**src/rtl/mult_div_unit.sv**
```systemverilog
// HI/LO multiply/divide unit for the execute stage: width-generic multiplier with
// configurable latency and a restoring divider producing one quotient bit per cycle.
module mult_div_unit #(
  parameter int unsigned WIDTH   = 32,
  parameter int unsigned MUL_LAT = 1,
  parameter int unsigned DIV_EN  = 1
) (
  input  logic             clk,
  input  logic             rst_n,
  input  logic [WIDTH-1:0] a,
  input  logic [WIDTH-1:0] b,
  input  logic [3:0]       mult_func,
  output logic [WIDTH-1:0] c_mult,
  output logic             busy,
  output logic             stall
);

  localparam logic [3:0] MULT_NOTHING       = 4'd0;
  localparam logic [3:0] MULT_READ_LO       = 4'd1;
  localparam logic [3:0] MULT_READ_HI       = 4'd2;
  localparam logic [3:0] MULT_WRITE_LO      = 4'd3;
  localparam logic [3:0] MULT_WRITE_HI      = 4'd4;
  localparam logic [3:0] MULT_MULT          = 4'd5;
  localparam logic [3:0] MULT_SIGNED_MULT   = 4'd6;
  localparam logic [3:0] MULT_DIVIDE        = 4'd7;
  localparam logic [3:0] MULT_SIGNED_DIVIDE = 4'd8;

  localparam int unsigned CNT_MAX = (WIDTH > MUL_LAT) ? WIDTH : MUL_LAT;
  localparam int unsigned CNT_W   = $clog2(CNT_MAX + 1);
  localparam int unsigned MUL_CNT = (MUL_LAT > 1) ? MUL_LAT - 2 : 0;

  typedef enum logic [1:0] {S_IDLE, S_MUL, S_DIV, S_FIX} state_t;

  state_t             r_state;
  logic [WIDTH-1:0]   r_hi;
  logic [WIDTH-1:0]   r_lo;
  logic [2*WIDTH-1:0] r_prod;
  logic [CNT_W-1:0]   r_cnt;
  logic [WIDTH-1:0]   r_rem;
  logic [WIDTH-1:0]   r_quo;
  logic [WIDTH-1:0]   r_dsr;
  logic               r_neg_q;
  logic               r_neg_r;

  logic               w_smul;
  logic               w_sdiv;
  logic               w_div_go;
  logic [2*WIDTH-1:0] w_a_ext;
  logic [2*WIDTH-1:0] w_b_ext;
  logic [2*WIDTH-1:0] w_prod;
  logic [WIDTH-1:0]   w_a_abs;
  logic [WIDTH-1:0]   w_b_abs;
  logic [WIDTH:0]     w_shift;
  logic [WIDTH:0]     w_diff;
  logic [WIDTH-1:0]   w_q_fix;
  logic [WIDTH-1:0]   w_r_fix;

  // Operand preparation, divider step and sign fix-up
  always_comb begin
    w_smul   = (mult_func == MULT_SIGNED_MULT);
    w_sdiv   = (mult_func == MULT_SIGNED_DIVIDE);
    w_div_go = (DIV_EN != 0) && (b != '0) &&
               ((mult_func == MULT_DIVIDE) || (mult_func == MULT_SIGNED_DIVIDE));
    w_a_ext  = w_smul ? {{WIDTH{a[WIDTH-1]}}, a} : {{WIDTH{1'b0}}, a};
    w_b_ext  = w_smul ? {{WIDTH{b[WIDTH-1]}}, b} : {{WIDTH{1'b0}}, b};
    w_prod   = w_a_ext * w_b_ext;
    w_a_abs  = (w_sdiv && a[WIDTH-1]) ? -a : a;
    w_b_abs  = (w_sdiv && b[WIDTH-1]) ? -b : b;
    w_shift  = {r_rem, r_quo[WIDTH-1]};
    w_diff   = w_shift - {1'b0, r_dsr};
    w_q_fix  = r_neg_q ? -r_quo : r_quo;
    w_r_fix  = r_neg_r ? -r_rem : r_rem;
  end

  // Pipeline handshake and MFHI/MFLO read path
  always_comb begin
    busy   = (r_state != S_IDLE);
    stall  = busy && (mult_func != MULT_NOTHING);
    c_mult = '0;
    if (!busy) begin
      if (mult_func == MULT_READ_LO) c_mult = r_lo;
      else if (mult_func == MULT_READ_HI) c_mult = r_hi;
    end
  end

  always_ff @(posedge clk or negedge rst_n) begin
    if (!rst_n) begin
      r_state <= S_IDLE;
      r_hi    <= '0;
      r_lo    <= '0;
      r_prod  <= '0;
      r_cnt   <= '0;
      r_rem   <= '0;
      r_quo   <= '0;
      r_dsr   <= '0;
      r_neg_q <= 1'b0;
      r_neg_r <= 1'b0;
    end else begin
      case (r_state)
        S_IDLE: begin
          case (mult_func)
            MULT_WRITE_LO: r_lo <= a;
            MULT_WRITE_HI: r_hi <= a;
            MULT_MULT, MULT_SIGNED_MULT: begin
              if (MUL_LAT <= 1) begin
                {r_hi, r_lo} <= w_prod;
              end else begin
                r_prod  <= w_prod;
                r_cnt   <= CNT_W'(MUL_CNT);
                r_state <= S_MUL;
              end
            end
            MULT_DIVIDE, MULT_SIGNED_DIVIDE: begin
              if (w_div_go) begin
                r_rem   <= '0;
                r_quo   <= w_a_abs;
                r_dsr   <= w_b_abs;
                r_neg_q <= w_sdiv && (a[WIDTH-1] ^ b[WIDTH-1]);
                r_neg_r <= w_sdiv && a[WIDTH-1];
                r_cnt   <= CNT_W'(WIDTH - 1);
                r_state <= S_DIV;
              end
            end
            default: ;
          endcase
        end
        S_MUL: begin
          if (r_cnt == '0) begin
            {r_hi, r_lo} <= r_prod;
            r_state      <= S_IDLE;
          end else begin
            r_cnt <= r_cnt - 1'b1;
          end
        end
        S_DIV: begin
          // Restoring step: keep the trial difference only when it did not borrow
          if (!w_diff[WIDTH]) begin
            r_rem <= w_diff[WIDTH-1:0];
            r_quo <= {r_quo[WIDTH-2:0], 1'b1};
          end else begin
            r_rem <= w_shift[WIDTH-1:0];
            r_quo <= {r_quo[WIDTH-2:0], 1'b0};
          end
          if (r_cnt == '0) r_state <= S_FIX;
          else r_cnt <= r_cnt - 1'b1;
        end
        S_FIX: begin
          r_lo    <= w_q_fix;
          r_hi    <= w_r_fix;
          r_state <= S_IDLE;
        end
        default: r_state <= S_IDLE;
      endcase
    end
  end

endmodule
```
**config.mk**
```make
export PLATFORM = sky130hd
export DESIGN_NAME = mult_div_unit
export DESIGN_NICKNAME = d
export VERILOG_FILES = /design/src/rtl/mult_div_unit.sv
export SDC_FILE = /design/constraint.sdc
export NUM_CORES = 2
export LEC_CHECK = 0
export ABC_CLOCK_PERIOD_IN_PS = 4300
export BUFFER_PORTS_ARGS = -buffer_cell sky130_fd_sc_hd__buf_4
export CORE_MARGIN = 1.5
export CORE_UTILIZATION = 25
export CTS_CLUSTER_DIAMETER = 80
export DETAILED_ROUTE_END_ITERATION = 8
export SLEW_MARGIN = 20
export SYNTH_ARGS = -nofsm -noshare
export SYNTH_HDL_FRONTEND = slang
export SYNTH_SLANG_ARGS = --single-unit
```
**constraint.sdc**
```tcl
create_clock -name clk -period 4.3 [get_ports clk]
set_input_delay 0.86 -clock clk [delete_from_list [all_inputs] [get_ports clk]]
set_output_delay 0.86 -clock clk [all_outputs]
set_load 0.05 [all_outputs]
```
==> reports/summary.md <==
The synthesized netlist occupies a cell area of 0.0602 mm2. The final weighted congestion of routability-driven global placement is 0.955, and the remaining global-route overflow is 0. The run gives 0 as the total of warnings raised by yosys. Clock latency on the worst-skew pair, taken at its later pin, is 0.46 ns. TritonCTS built the clock tree.

sky130_fd_sc_hd__fa_1 takes more of the synthesized area than any other cell. The min-delay analysis places its worst path in the category in -> async. Counting the buffers created by CTS gives 17. The run gives 9277 as the post-layout net count. Data arrives at the worst endpoint at 9.37 ns.

The library cell used most frequently in the layout, excluding fill and tap cells, is sky130_fd_sc_hd__inv_1. The number of detailed-route iterations in the first pass is 6, and the die outline height is 494 um. In this run the horizontal extent of the chip is 494 um.

The number of nets in the synthesized netlist is 8588. The worst path setup slack after routing was -4.74 ns. Each instance of the synthesized netlist takes up on average 8.93 um2. Setup repair after global routing could not meet its margin everywhere.

The final max-slew violation count is 0. The wire length of the first global-routing pass was 323 mm; the hold-fix buffer count after cts was 0. The tools report the maximum clock frequency as 111 MHz.

The detail route stage leaves a number of antenna-violating nets equal to 0. The clock arrives with 0.0115 ns of skew. Before CTS, the worst setup slack after placement is -5.45 ns. Post-synthesis share of cell area spent on full adders, half adders and majority gates: 0.545. The worst register-to-register path has a depth of 15. Synthesis handed over a netlist of 6747 instances. The mux cell area share after synthesis was 0.00467; the sum of net half-perimeters after detailed placement was 181 mm. The placed instances occupy a cell area of 0.0718 mm2. Total number of placement rows: 180.

Kind of critical path: in -> reg. Number of antenna violations at the first check in global routing: 10. Synthesis inferred 170 register bits. The effective utilization at floorplan is 0.251, and the worst relative slew slack is 0.257. Share of layout cells above drive strength 1: 0.236. The routed via count divided by cell count was 4.61; the wire length per cell was 20.1 um.

The proportion of netlist area held by the largest area contributor works out to 0.472. The multi-input combinational cells in the finished layout cover a total of 0.0519 mm2. The leading register cell type out of synthesis is sky130_fd_sc_hd__dfrtp_1. The detailed-route DRC error count is 0, and the area fraction in compound gates after synthesis is 0.0833. The clock passes through at most 2 buffers.

H-tree level count: 4. After synthesis, the netlist uses 78 different library cells. The tree built by TritonCTS fans out to 170 sinks.

Cell area after layout: 0.0765 mm2. The tools report the I/O pin total as 104. The top fanout value on the critical path was 6; the post-route clock period utilization was 2.10. Combinational family with the most area after synthesis: adder cells. The number of enable flip-flop cells after synthesis was 0; the number of max-cap violations was 0. The logs give 69 for the pin count of the biggest net entering global routing and 53100 for the number of global-route vias before repair. Leaving out fill and tap cells, the most frequent cells in the layout are sky130_fd_sc_hd__inv_1, sky130_fd_sc_hd__fa_1, sky130_fd_sc_hd__nand2_1.

The overall global routing resource usage was 0.174; the final count of negative-setup-slack endpoints was 59. The logs give 49000 for the via total after detailed routing and 4.63 ns for the data required time of the worst path. Setup slack on the worst reg-to-reg path comes out at 0.30 ns. The checks that failed: setup timing.

The flow ran to the end, but the final reports show violations. The fraction of registers with async set/reset came out at 1.00. Sequential element share of the synthesized area: 0.0706. The CTS clock-pin slew for the worst setup and hold paths came out at 0.07 ns.

The time the worst path needs with I/O delays and setup is 9.04 ns, and the maximum cell stage delay along the critical path is 0.58 ns. The tools report the area of the die as 0.244 mm2. Simple-gate share of the synthesized area: 0.137.

In this run the tool buffered the top-level ports with 103 buffer cells. The endpoint type of the worst setup path is a flip-flop. Number of failing hold endpoints at the final stage: 0.

By area the synthesized netlist is led by sky130_fd_sc_hd__fa_1, sky130_fd_sc_hd__inv_1, sky130_fd_sc_hd__ha_1. For this block, the initial DRC count from the detailed router was 3858. By instance count, the cell type seen most on the critical path is sky130_fd_sc_hd__fa_1. The run gives 0.385 ns as the worst hold margin. The tools report the root buffer cell as sky130_fd_sc_hd__clkbuf_16. The worst setup path is launched from an input pin. The cell with the biggest individual delay on the critical path is sky130_fd_sc_hd__fa_1. The area of the core is 0.240 mm2, and the synthesized-area fraction occupied by xor and xnor cells is 0.0377. For the filler cell count, the log shows 24800. Slew of the pin with the lowest slew margin: 1.11 ns. For this block, the routed nets add up to 214 mm of wire.

The relative area change from synthesis to final layout came out at 27.0%. Across the whole layout, storage elements account for 0.00425 mm2.
==> metrics by stage <==
| stage | TNS (ns) | util | std cells |
|---|---|---|---|
| global route | -240.81 | 0.319 | 10600 |
| finish | -227.81 | 0.319 | 10600 |
| floorplan | -215.29 | - | 6747 |
| global placement | -271.83 | 0.299 | 10500 |
| detailed placement | -276.56 | 0.299 | 10500 |
| CTS | -224.03 | 0.311 | 10600 |
==> what timing repair did <==
action                     CTS  global route
setup buffers               44            45
pin swaps                  238           305
setup endpoints to repair   60            81
gates cloned                 9             4
gates resized for setup    432           343
==> registers in the layout, summed over array words and instances (netlist names) <==
register / cells
r_hi: 32
r_quo: 32
r_cnt: 6
r_dsr: 32
r_state: 2
r_neg_r: 1
r_lo: 32
r_neg_q: 1
r_rem: 32
==> routing by layer <==
metal	up-vias	track usage	wire length [um]
met1	25500	0.229	90300
met3	368	0.0155	12100
met4	4	0.0651	9800
met2	1635	0.297	102000
li1	21600	-	-
met5	-	0	21
==> final timing paths <==
path | from | endpoint
max | mult_func[3] | r_hi[22]$_DFFE_PN0P_
min | rst_n | r_rem[27]$_DFFE_PN0P_
max reg2reg | r_quo[31]$_DFFE_PN0P_ | r_rem[18]$_DFFE_PN0P_
min reg2reg | r_dsr[31]$_DFFE_PN0P_ | r_dsr[31]$_DFFE_PN0P_
max in group asynchronous | rst_n | r_quo[23]$_DFFE_PN0P_
min in group clk | r_dsr[31]$_DFFE_PN0P_ | r_dsr[31]$_DFFE_PN0P_
==> synthesized netlist by cell type, types with 13 or more instances <==
| library cell | n |
|---|---|
| sky130_fd_sc_hd__ha_1 | 351 |
| sky130_fd_sc_hd__fa_1 | 1420 |
| sky130_fd_sc_hd__a22oi_1 | 57 |
| sky130_fd_sc_hd__clkbuf_1 | 346 |
| sky130_fd_sc_hd__mux2i_1 | 27 |
| sky130_fd_sc_hd__nor4_1 | 14 |
| sky130_fd_sc_hd__o21ai_1 | 17 |
| sky130_fd_sc_hd__o31ai_1 | 40 |
| sky130_fd_sc_hd__and3_1 | 38 |
| sky130_fd_sc_hd__dfrtp_1 | 170 |
| sky130_fd_sc_hd__a21oi_1 | 231 |
| sky130_fd_sc_hd__xnor2_1 | 192 |
| sky130_fd_sc_hd__buf_1 | 36 |
| sky130_fd_sc_hd__o21a_1 | 19 |
| sky130_fd_sc_hd__nand2b_1 | 15 |
| sky130_fd_sc_hd__o21ai_0 | 229 |
| sky130_fd_sc_hd__and2_1 | 417 |
| sky130_fd_sc_hd__inv_1 | 1540 |
| sky130_fd_sc_hd__nor3_1 | 29 |
| sky130_fd_sc_hd__a21o_1 | 52 |
| sky130_fd_sc_hd__a211oi_1 | 20 |
| sky130_fd_sc_hd__nand2_1 | 917 |
| sky130_fd_sc_hd__or3_1 | 35 |
| sky130_fd_sc_hd__a221oi_1 | 17 |
| sky130_fd_sc_hd__nand4_1 | 15 |
| sky130_fd_sc_hd__o21bai_1 | 24 |
| sky130_fd_sc_hd__nor2_1 | 205 |
| sky130_fd_sc_hd__a31oi_1 | 20 |
| sky130_fd_sc_hd__o211ai_1 | 13 |
| sky130_fd_sc_hd__or4_1 | 13 |
| sky130_fd_sc_hd__xor2_1 | 67 |
| sky130_fd_sc_hd__nand3_1 | 26 |
==> layout make-up <==
class,count,share of cell area
antenna,4,0.000131
clock buffer,18,0.00574
clock inverter,14,0.00177
inverter,1542,0.0758
multi-input combinational,4642,0.678
sequential,170,0.0556
tap,3185,0.0521
timing repair buffer,1063,0.130
==> logic make-up (layout without fill, tap and decap cells) <==
kind of cell,count (synthesis),count (layout)
fa+ha+maj,1774,1774
other cells,0,4
mux,28,28
compound gates,813,813
buf+inv,1936,2637
xor+xnor,259,259
simple gates,1767,1768
flops,170,170
==> critical path, delay by kind of cell <==
family          cells  cell delay (ns)
fa+ha+maj          11             5.49
simple gates        8             1.19
buf+inv            12             0.92
compound gates      4             0.72
xor+xnor            1             0.15
Power is not shown: default switching activity piles up to over one toggle a cycle in this logic, so the estimate is an artifact.
